<file path="config.mk">
export PLATFORM = sky130hd
export DESIGN_NAME = demux16b4_reg
export DESIGN_NICKNAME = d
export VERILOG_FILES = /design/src/rtl/demux16b4_pkg.sv /design/src/rtl/demux16b4_out_slot.sv /design/src/rtl/demux16b4_reg.sv
export SDC_FILE = /design/constraint.sdc
export NUM_CORES = 1
export LEC_CHECK = 0
export ABC_AREA = 1
export BUFFER_PORTS_ARGS = -buffer_cell sky130_fd_sc_hd__buf_2
export CAP_MARGIN = 10
export CORE_MARGIN = 2
export CORE_UTILIZATION = 50
export DETAILED_ROUTE_END_ITERATION = 7
export PLACE_DENSITY = 0.87
export SYNTH_ARGS = -nofsm -noshare
export SYNTH_HDL_FRONTEND = slang
export SYNTH_SLANG_ARGS = --single-unit
</file>
<file path="constraint.sdc">
create_clock -name CLK -period 1.85 [get_ports CLK]
set_input_delay 0.2775 -clock CLK [delete_from_list [all_inputs] [get_ports CLK]]
set_output_delay 0.2775 -clock CLK [all_outputs]
set_load 0.005 [all_outputs]
</file>
<file path="src/rtl/demux16b4_pkg.sv">
// Shared constants for the registered 1-to-4 word distributor.
package demux16b4_pkg;

    localparam int DEF_WIDTH = 16;

    localparam logic [1:0] SEL_A = 2'd0;
    localparam logic [1:0] SEL_B = 2'd1;
    localparam logic [1:0] SEL_C = 2'd2;
    localparam logic [1:0] SEL_D = 2'd3;

endpackage

</file>
<file path="src/rtl/demux16b4_out_slot.sv">
// One-entry destination register with valid/ready; a load on the drain edge
// keeps the slot full so each slot sustains one word per cycle.
module out_slot #(
    parameter int WIDTH = 16
) (
    input  logic             clk,
    input  logic             rst_n,
    input  logic             load,
    input  logic [WIDTH-1:0] data,
    input  logic             ready,
    output logic [WIDTH-1:0] q,
    output logic             valid,
    output logic             can_load
);

    assign can_load = !valid | ready;

    always_ff @(posedge clk or negedge rst_n) begin
        if (!rst_n) begin
            q     <= '0;
            valid <= 1'b0;
        end else if (load) begin
            q     <= data;
            valid <= 1'b1;
        end else if (ready) begin
            valid <= 1'b0;
        end
    end

endmodule

</file>
<file path="src/rtl/demux16b4_reg.sv">
// Registered 1-to-4 distributor: routes I to slot A..D chosen by S, with
// per-slot back-pressure and a sticky flag for sources that drop a stalled word.
module demux16b4_reg
    import demux16b4_pkg::*;
#(
    parameter int WIDTH = DEF_WIDTH
) (
    input  logic             CLK,
    input  logic             RST_N,
    input  logic [WIDTH-1:0] I,
    input  logic [1:0]       S,
    input  logic             I_VALID,
    output logic             I_READY,
    output logic [WIDTH-1:0] A,
    output logic [WIDTH-1:0] B,
    output logic [WIDTH-1:0] C,
    output logic [WIDTH-1:0] D,
    output logic [3:0]       O_VALID,
    input  logic [3:0]       O_READY,
    output logic             ERR
);

    logic [3:0]       can_load;
    logic [3:0]       load;
    logic [WIDTH-1:0] q [4];
    logic             accept_p0;
    logic             stall_p0;
    logic             stall_p1;
    logic [WIDTH-1:0] i_p1;
    logic [1:0]       s_p1;
    logic             viol;

    assign I_READY   = can_load[S];
    assign accept_p0 = I_VALID & I_READY;

    always_comb begin
        load    = '0;
        load[S] = accept_p0;
    end

    for (genvar k = 0; k < 4; k++) begin : g_slot
        out_slot #(.WIDTH(WIDTH)) u_slot (
            .clk      (CLK),
            .rst_n    (RST_N),
            .load     (load[k]),
            .data     (I),
            .ready    (O_READY[k]),
            .q        (q[k]),
            .valid    (O_VALID[k]),
            .can_load (can_load[k])
        );
    end

    assign A = q[SEL_A];
    assign B = q[SEL_B];
    assign C = q[SEL_C];
    assign D = q[SEL_D];

    // p0 -> p1: remember a stalled offer so the next cycle can confirm it was held
    assign stall_p0 = I_VALID & !I_READY;
    assign viol     = stall_p1 & (!I_VALID | (I != i_p1) | (S != s_p1));

    always_ff @(posedge CLK) begin
        i_p1 <= I;
        s_p1 <= S;
    end

    always_ff @(posedge CLK or negedge RST_N) begin
        if (!RST_N) begin
            stall_p1 <= 1'b0;
            ERR      <= 1'b0;
        end else begin
            stall_p1 <= stall_p0;
            if (viol) begin
                ERR <= 1'b1;
            end
        end
    end

endmodule
</file>
==> results of run 1 <==
-- synthesized netlist by cell type (all sizes together) --
library cell and n:
inv 40, dfrtp 70, nand3 6, nand2 124, o21ai 65, buf 16
nor2 16, xnor2 2, clkinv 1, dfxtp 18, nand4 2
-- state kept, by name, indices dropped and copies added (netlist names) --
| register | count |
|---|---|
| stall_p1 | 1 |
| ERR | 1 |
| i_p1 | 16 |
| g_slot.u_slot.valid | 4 |
| g_slot.u_slot.q | 64 |
| s_p1 | 2 |
-- worst paths after layout --
path                                         from                      to  slack [ns]  depth (start not counted)
setup reg to reg           g_slot[3].u_slot.valid  g_slot[3].u_slot.q[12]        0.31                          6
hold / removal                              I[10]                i_p1[10]        0.04                          1
hold reg to reg                          stall_p1                     ERR        0.44                          2
max in group asynchronous                   RST_N  g_slot[3].u_slot.q[14]        1.08                          3
setup / recovery           g_slot[3].u_slot.valid                 I_READY        0.27                          4
min in group asynchronous                   RST_N  g_slot[0].u_slot.q[13]        0.48                          3
-- cell usage in the layout, fill, tap and decap left out --
master         synthesis  routed
inv_1                 39      39
nand4_4                1       1
o21ai_0                1       1
nand3_1                2       2
dfxtp_1               18      18
xnor2_1                2       2
o21ai_1               46      46
inv_2                  1       1
nor2_4                 2       2
nand2_2                2       2
clkinv_2               1       2
inv_6                  0       3
o21ai_2               18      18
buf_12                 0       1
clkbuf_8               0       9
nand3_4                4       4
clkinvlp_4             0       1
clkinv_4               0       1
nor2_1                14      14
dlygate4sd3_1          0       1
bufinv_16              0       1
buf_2                  0      94
dfrtp_1               70      70
nand2_1              122     122
nand4_1                1       1
-- per-stage QoR --
step / util [%] / power, mW / hold slack [ns]
after floorplan: - / 2.89 / -0.0181
after global placement: 58.0 / 3.31 / 0.328
after detailed placement: 58.0 / 3.35 / 0.332
after CTS: 61.1 / 4.68 / 0.0374
after global routing: 61.1 / 4.92 / 0.0238
final: 61.1 / 4.65 / 0.0421
-- worst register-to-register path, stage by stage (launching register included) --
cell and delay (ns):
dfrtp_1 0.40, nand2_1 0.10, nand2_1 0.09, nand4_4 0.18, nand3_4 0.37, nand2_1 0.22
o21ai_2 0.07
-- power by group --
group / switching, mW / total (mW) / internal (mW) / leakage, nW
clock: 0.706 / 1.34 / 0.639 / 0.101
sequential: 0.179 / 2.42 / 2.24 / 1.03
combinational: 0.466 / 0.881 / 0.415 / 1.14
-- cell families (layout without fill, tap and decap cells) --
kind of cell / Yosys count / count (layout) / share of synthesized area (%)
flops: 88 / 88 / 60.4
simple gates: 148 / 148 / 18.7
compound gates: 65 / 65 / 11.2
buf+inv: 57 / 153 / 9.16
xor+xnor: 2 / 2 / 0.501
-- metal layers --
metal,vias up,GRT usage (%)
met4,0,6.57
li1,1301,-
met2,75,32.9
met3,12,4.62
met5,-,0
met1,1214,25.2
-- area by class of cell --
type / instances / area share (%)
repair buffers: 96 / 12.1
well taps: 96 / 2.89
multi-input cells: 215 / 25.6
inverters: 41 / 3.74
clock buffers: 9 / 2.98
flip-flops and latches: 88 / 50.9
clock inverters: 7 / 1.87
==> results by group, run 1 <==
Critical path
  • Critical path class: flop to output pin
  • Delay-heaviest family, CP: simple AND/OR/NAND/NOR gates
  • CP cell instances: nand2_1 > nand2_1 > nand4_4 > buf_2
  • Req. time, crit path: 1.57 ns
  • Arrival time at the worst endpoint: 1.30 ns
  • Crit path capture type: output pin
  • CP max stage cell: dfrtp_1
  • Slowest stage delay, CP: 0.37 ns
  • Critical Path Most Common Cell: nand2_1
  • CP max FO: 6
  • CP Buf/Inv Count: 1
  • CP startpoint kind: flop

Global routing
  • Grt ovf: 0
  • GRT Overall Usage: 19.6%
  • Initial antenna violation count: 0
  • First-pass GRT wire length: 11700 µm
  • Largest net degree at the start of global routing: 71
  • Vias in the first global route: 2531

Floorplan
  • Initial Util: 51.5%
  • Row count: 30
  • # IOs: 95
  • CORE AREA: 6790 µm²
  • Die Span Y: 87.6 µm
  • Die width: 87.6 µm
  • Die area: 7680 µm²

Route
  • Avg WL per Cell: 13.0 µm
  • M1 WL: 3250 µm
  • DR WL met2: 3500 µm
  • DRC Markers: 0
  • Routed met3 length: 305 µm
  • Initial detailed-routing violation count: 104
  • Via count: 2602
  • Top Metal Used: met4
  • Final wirelength: 7160 µm
  • Detailed Routing Iterations Pass 1: 4
  • Vias per inst: 4.71
  • Antenna Nets Post-Route: 0

Pwr
  • Worst VDD drop: 599 µV
  • LEAKAGE: 2.27 nW
  • Pwr dens: 1120 nW/µm²

Synth
  • Top cells by area, synth: dfrtp_1, nand2_1, dfxtp_1
  • Sequential element share of the synthesized area: 60.4%
  • Avg Inst Size Synth: 9.71 µm²
  • Synth area leader: dfrtp_1
  • Yosys top cell area share: 50.1%
  • Yosys warns: 0
  • Syn Nets: 385
  • Flops & latches, synth: 88
  • Cells after synthesis: 360
  • Yosys cell types: 19
  • Post-Syn Area: 3500 µm²

Layout
  • Multi-input logic area: 1060 µm²
  • Antenna diode count: 0
  • Register area: 2110 µm²
  • Final net count: 476
  • Area Growth Syn to Fin: 18.8%
  • Share of post-route cells with drive strength above 1: 30.7%
  • Design Area, Final: 4150 µm²
  • Fill cell count: 603
  • Non-filler cells, final: 552

Clock network
  • CTS root buf: clkbuf_8
  • # resized after CTS: 0
  • CTS buffer count: 9
  • CTS tree: yes
  • Sink Count: 88
  • Worst-path clk slew: 0.10 ns
  • Post-CTS setup buffer count: 0
  • Post-CTS Hold Fix Bufs: 1
  • Clk buf depth: 2
  • Clock latency on the worst-skew pair: 0.35 ns
  • H-tree Lvls: 3

Timing
  • # setup viols final: 0
  • Final period util: 85.5%
  • Worst-Margin Slew: 0.440 ns
  • Setup TNS: 0 ns
  • Final Skew: 0.00962 ns
  • Worst relative slew slack: 70.7%
  • Final worst slack: 0.268 ns
  • Max-slew violations: 0
  • Minimum clock period: 1.58 ns
  • F_max: 632 MHz
  • Unrepaired setup endpoints after global routing: false
  • Final Hold Vio Count: 0

Placement
  • Routability cong.: 0.764
  • Dpl cell area: 3940 µm²
  • Post-DP HPWL: 5090 µm
  • IO buf count: 94
  • Placed cell count: 535
  • Dpl ws: 0.0455 ns

Min path
  • Hold Path Class: input pin to flop

Outcome
  • Status: finished clean

Job
  • Max Cap Viol: 0
Note: power is estimated with default switching activity, not from simulation.
==> inputs of run 2 (changes only) <==
- RECOVER_POWER: unset -> 100
==> run 2 against run 1 <==
  * Combinational power fell by 13%
  * Die area unchanged
  * Sequential cell count unchanged
  * Final area shrank 3.4%
==> results by group, run 2 (synthesis results as in run 1) <==
Critical path
  • Arrival time at the worst endpoint: 1.28 ns (-0.02 ns)
  • Critical Path Most Common Cell: nand2_1
  • Req. time, crit path: 1.57 ns (about the same)
  • CP max FO: 6 (unchanged)
  • CP Buf/Inv Count: 1 (unchanged)
  • Critical path class: flop to output pin
  • Slowest stage delay, CP: 0.37 ns (about the same)
  • Crit path capture type: output pin
  • CP max stage cell: dfrtp_1
  • Delay-heaviest family, CP: simple AND/OR/NAND/NOR gates
  • CP startpoint kind: flop
  • CP cell instances: nand2_1 > nand2_1 > nand4_4 > clkbuf_1

Route
  • Vias per inst: 4.72 (about the same)
  • Final wirelength: 7240 µm (+1.0%)
  • DRC Markers: 0 (unchanged)
  • Initial detailed-routing violation count: 104 (unchanged)
  • Antenna Nets Post-Route: 0 (unchanged)
  • Detailed Routing Iterations Pass 1: 4 (unchanged)
  • Via count: 2603 (+0.038%)
  • Avg WL per Cell: 13.1 µm (+1.0%)

Pwr
  • Comb power frac: 16.9% (-2.1 points)
  • Psw: 1.32 mW (-2.5%)
  • Worst VDD drop: 590 µV (-1.5%)
  • P_int: 3.22 mW (-2.4%)
  • Pwr dens: 1130 nW/µm² (+0.98%)
  • Clock network fraction of design power: 29.6% (+0.7 points)
  • LEAKAGE: 2.09 nW (-7.8%)
  • Switching part of the total: 29.1% (about the same)
  • Flop pwr share: 53.5% (+1.4 points)

Global routing
  • Initial antenna violation count: 0 (unchanged)
  • Vias in the first global route: 2531 (unchanged)
  • First-pass GRT wire length: 11700 µm (unchanged)
  • GRT Overall Usage: 19.6% (unchanged)
  • Largest net degree at the start of global routing: 71 (unchanged)
  • Grt ovf: 0 (unchanged)

Floorplan
  • Row count: 30 (unchanged)
  • # IOs: 95 (unchanged)
  • Die area: 7680 µm² (unchanged)
  • CORE AREA: 6790 µm² (unchanged)
  • Die width: 87.6 µm (unchanged)
  • Die Span Y: 87.6 µm (unchanged)
  • Initial Util: 51.5% (unchanged)

Timing
  • Final period util: 84.1% (-1.4 points)
  • Final Hold Vio Count: 0 (unchanged)
  • Worst-Margin Slew: 0.931 ns (+0.491 ns)
  • Minimum clock period: 1.56 ns (-0.0265 ns)
  • Unrepaired setup endpoints after global routing: false
  • F_max: 643 MHz (+1.7%)
  • # setup viols final: 0 (unchanged)
  • Final Skew: 0.00784 ns (-0.00179 ns)
  • Setup TNS: 0 ns (unchanged)
  • Worst relative slew slack: 37.9% (-33 points)
  • Max-slew violations: 0 (unchanged)
  • Final worst slack: 0.294 ns (+0.0265 ns)

Placement
  • Placed cell count: 535 (unchanged)
  • IO buf count: 94 (unchanged)
  • Post-DP HPWL: 5090 µm (unchanged)
  • Routability cong.: 0.764 (unchanged)
  • Dpl ws: 0.0455 ns (unchanged)

Clock network
  • Clock latency on the worst-skew pair: 0.34 ns (about the same)
  • CTS tree: yes
  • Clk buf depth: 2 (unchanged)
  • Sink Count: 88 (unchanged)
  • H-tree Lvls: 3 (unchanged)
  • CTS buffer count: 9 (unchanged)
  • CTS root buf: clkbuf_8
  • Worst-path clk slew: 0.09 ns (about the same)

Layout
  • Most frequent cells in the layout: nand2_1, dfrtp_1, o21ai_0, clkbuf_1, buf_2
  • Biggest regs: g_slot.u_slot.q x64, i_p1 x16, g_slot.u_slot.valid x4
  • Max reg flops: 64 (unchanged)
  • Antenna diode count: 0 (unchanged)
  • Final net count: 476 (unchanged)
  • Share of post-route cells with drive strength above 1: 16.2% (-14 points)
  • Non-filler cells, final: 552 (unchanged)
  • Area Growth Syn to Fin: 14.8%
  • Commonest non-fill, non-tap cell in the layout: nand2_1
  • Most flop-heavy register: g_slot.u_slot.q

Outcome
  • Status: finished clean

Job
  • Max Cap Viol: 0 (unchanged)

Min path
  • Hold Path Class: input pin to flop
==> run 2: metal layers <==
| layer | part of all wire, % | global-route usage [%] | vias up |
|---|---|---|---|
| met2 | 49 | 32.9 | 74 |
| met4 | 1.1 | 6.57 | 0 |
| met1 | 46 | 25.2 | 1226 |
| li1 | - | - | 1294 |
| met5 | 0 | 0 | - |
| met3 | 3.8 | 4.62 | 9 |
==> run 2: power by group through the flow <==
stage	combinational, mW	sequential [mW]	clock (mW)
2_1_floorplan	0.425	2.47	0
3_3_place_gp	0.863	2.45	0
3_5_place_dp	0.898	2.46	0
4_1_cts	0.900	2.42	1.36
5_1_grt	0.895	2.46	1.45
6_report	0.766	2.43	1.34
==> run 2: worst paths after layout <==
| path | startpoint | endpoint | slack (ns) | depth (start not counted) |
|---|---|---|---|---|
| max in group asynchronous | RST_N | g_slot[1].u_slot.q[0] | 0.53 | 3 |
| max | g_slot[3].u_slot.valid | I_READY | 0.29 | 4 |
| max reg2reg | g_slot[3].u_slot.valid | g_slot[2].u_slot.q[9] | 0.33 | 5 |
| min reg2reg | stall_p1 | ERR | 0.44 | 2 |
| min | I[15] | i_p1[15] | 0.06 | 1 |
| min in group asynchronous | RST_N | g_slot[0].u_slot.q[6] | 0.73 | 3 |
==> run 2: area by class of cell <==
cell class / count / area [µm²]
fillers: 652 / 2780
flip-flops and latches: 88 / 2110
multi-input cells: 215 / 996
repair buffers: 96 / 428
inverters: 41 / 155
clock buffers: 9 / 124
well taps: 96 / 120
clock inverters: 7 / 77.6
==> run 2: stage by stage <==
stage / util [%] / area (µm²) / hold slack (ns) / total power, mW
after floorplan: - / 3500 / -0.0181 / 2.89
after global placement: 58.0 / 3940 / 0.328 / 3.31
after detailed placement: 58.0 / 3940 / 0.332 / 3.35
after CTS: 61.1 / 4150 / 0.0374 / 4.68
after global routing: 59.1 / 4010 / 0.0374 / 4.81
final: 59.1 / 4010 / 0.0587 / 4.53
==> run 2: worst register-to-register path, delay by kind of cell (launching register included) <==
kind	cells	cell delay, ns
flops	1	0.40
simple gates	4	0.70
compound gates	1	0.34
==> run 2: what timing repair did <==
item	CTS	global route
resized for setup	0	0
hold buffers	1	0
setup buffers	0	0
endpoints found under the hold margin	70	0
==> inputs of run 3 (changes only) <==
- CORE_UTILIZATION: 50 -> 47
- PLACE_DENSITY: 0.87 -> 0.86
- clock period: 1.85 -> 1.4 ns (I/O delays scaled with it)
==> run 3 against run 2 <==
  * Cell count up 6.0%
  * Sequential share of layout area down 6.0 points
  * Clock power up 10%
  * Core utilization up 3.7 points
  * Critical path depth up 4
  * First-iteration DRC count down 12%
  * Sequential power up 33%
  * Setup slack worse by 0.26 ns
  * Wire length up 15%
  * Via count up 8.3%
  * Non-clock buffer count up 30
  * Clock skew up 0.0014 ns
  * Critical endpoint is now g_slot[2].u_slot.q[4]
==> results by group, run 3 (synthesis results as in run 1) <==
Outcome
  • Status: finished clean

Pwr
  • Switching part of the total: 29.8% (+0.70 points)
  • Clock network fraction of design power: 24.6% (-5.0 points)
  • Worst VDD drop: 818 µV (+39%)
  • Flop pwr share: 53.9% (+0.4 points)
  • Pwr dens: 1330 nW/µm² (+18%)
  • Comb power frac: 21.5% (+4.6 points)
  • P_int: 4.23 mW (+31%)
  • LEAKAGE: 2.36 nW (+13%)
  • Psw: 1.79 mW (+36%)

Floorplan
  • Row count: 31 (+3.3%)
  • Die width: 90.2 µm (+3.0%)
  • CORE AREA: 7210 µm² (+6.2%)
  • # IOs: 95 (unchanged)
  • Die area: 8140 µm² (+6.1%)
  • Initial Util: 48.5% (-3.0 points)
  • Die Span Y: 90.2 µm (+3.0%)

Critical path
  • Crit path capture type: flop
  • Arrival time at the worst endpoint: 1.60 ns (+0.32 ns)
  • CP startpoint kind: flop
  • CP max stage cell: dfrtp_1
  • Slowest stage delay, CP: 0.41 ns (+0.04 ns)
  • CP max FO: 18 (+12)
  • CP cell instances: nand2_2 > nand2_2 > nand4_4 > buf_6 > nand3_4 > buf_12 > nand2_1 > o21ai_1
  • Critical Path Most Common Cell: nand2_2
  • Req. time, crit path: 1.63 ns (+0.06 ns)
  • CP Buf/Inv Count: 2 (+1)
  • Delay-heaviest family, CP: simple AND/OR/NAND/NOR gates
  • Critical path class: flop to flop

Placement
  • IO buf count: 94 (unchanged)
  • Post-DP HPWL: 5730 µm (+13%)
  • Routability cong.: 0.838 (+9.6%)
  • Placed cell count: 549 (+2.6%)

Clock network
  • CTS tree: yes
  • Clk buf depth: 2 (unchanged)
  • CTS root buf: clkbuf_8
  • Clock latency on the worst-skew pair: 0.35 ns (about the same)
  • CTS buffer count: 9 (unchanged)
  • Worst-path clk slew: 0.09 ns (about the same)
  • H-tree Lvls: 3 (unchanged)
  • Sink Count: 88 (unchanged)

Layout
  • Non-filler cells, final: 585 (+6.0%)
  • Most frequent cells in the layout: nand2_1, dfrtp_1, buf_2, o21ai_1, inv_1
  • Commonest non-fill, non-tap cell in the layout: nand2_1
  • Biggest regs: g_slot.u_slot.q x64, i_p1 x16, g_slot.u_slot.valid x4
  • Share of post-route cells with drive strength above 1: 31.5% (+15 points)
  • Final net count: 506 (+6.3%)
  • Core Util, Final: 62.7% (+3.7 points)
  • Area Growth Syn to Fin: 29.5%
  • Max reg flops: 64 (unchanged)
  • Fill cell count: 617 (-5.4%)
  • Most flop-heavy register: g_slot.u_slot.q
  • Antenna diode count: 0 (unchanged)
  • Multi-input logic area: 1130 µm² (+14%)
  • Register area: 2110 µm² (unchanged)

Timing
  • F_max: 731 MHz
  • Final period util: 97.7%
  • Hold WS: 0.0562 ns (-0.00254 ns)
  • # setup viols final: 0 (unchanged)
  • Unrepaired setup endpoints after global routing: true
  • Worst-Margin Slew: 0.869 ns (-0.0623 ns)
  • Final Hold Vio Count: 0 (unchanged)
  • Worst relative slew slack: 42.1% (+4.2 points)
  • Setup TNS: 0 ns (unchanged)
  • Minimum clock period: 1.37 ns
  • Final Skew: 0.00922 ns (+0.00138 ns)
  • Max-slew violations: 0 (unchanged)

Route
  • Via count: 2818 (+8.3%)
  • Detailed Routing Iterations Pass 1: 4 (unchanged)
  • Final wirelength: 8310 µm (+15%)
  • Initial detailed-routing violation count: 92 (-12%)
  • DRC Markers: 0 (unchanged)
  • Avg WL per Cell: 14.2 µm (+8.3%)
  • Antenna Nets Post-Route: 0 (unchanged)
  • Vias per inst: 4.82 (+2.2%)

Global routing
  • Grt ovf: 0 (unchanged)
  • Initial antenna violation count: 0 (unchanged)
  • Largest net degree at the start of global routing: 71 (unchanged)
  • Vias in the first global route: 2721 (+7.5%)
  • First-pass GRT wire length: 13400 µm (+14%)
  • GRT Overall Usage: 21.0% (+1.3 points)

Job
  • Max Cap Viol: 0 (unchanged)

Min path
  • Hold Path Class: input pin to flop
-- run 3: worst reg2reg max path, delay by kind of cell, from the launching register on --
family	cells	cell delay, ns
simple gates	5	0.44
flops	1	0.41
buf+inv	2	0.33
compound gates	1	0.06
-- run 3: routing by layer --
| layer | track usage [%] | share of wire, % |
|---|---|---|
| met5 | 0 | 0 |
| met2 | 33.6 | 51 |
| met4 | 8.08 | 2.2 |
| met3 | 4.61 | 5.0 |
| met1 | 28.0 | 42 |
-- run 3: timing repair --
action                                 4_1_cts  5_1_grt
pin swaps                                    1        8
endpoints found under the hold margin       85        1
setup buffers                                1        2
hold buffers                                16        1
cloned                                       0        1
gates resized for setup                      1       31
setup endpoints to repair                    1       65
-- run 3: power by group through the flow --
stage	sequential, mW	combinational [mW]	clock (mW)
2_1_floorplan	3.26	0.562	0
3_3_place_gp	3.25	1.19	0
3_5_place_dp	3.26	1.25	0
4_1_cts	3.21	1.29	1.53
5_1_grt	3.29	1.44	1.67
6_report	3.24	1.29	1.48
-- run 3: cell type report --
cell class	instances	area share, %
clock buffer	12	2.99
multi-input combinational	215	25.0
sequential	88	46.7
timing repair buffer	126	18.6
tap	99	2.74
inverter	41	3.43
clock inverter	4	0.498
-- run 3: final timing paths --
path / to / cells past startpoint / slack, ns / from
min in group asynchronous: g_slot[2].u_slot.q[1] / 3 / 0.60 / RST_N
max in group asynchronous: g_slot[3].u_slot.q[15] / 3 / 0.24 / RST_N
worst min-delay path: s_p1[0] / 1 / 0.06 / S[0]
worst max-delay path: g_slot[2].u_slot.q[4] / 8 / 0.03 / g_slot[3].u_slot.valid
worst max register to register: g_slot[2].u_slot.q[4] / 8 / 0.03 / g_slot[3].u_slot.valid
worst min register to register: ERR / 2 / 0.45 / stall_p1
-- run 3: metrics by stage --
| step | worst slack, ns | area [µm²] | total power [mW] |
|---|---|---|---|
| after floorplan | 0.183 | 3500 | 3.82 |
| after global placement | 0.0592 | 4130 | 4.44 |
| after detailed placement | -0.0137 | 4130 | 4.50 |
| after CTS | 0.0108 | 4460 | 6.03 |
| after global routing | -0.0370 | 4530 | 6.40 |
| final | 0.0315 | 4530 | 6.01 |
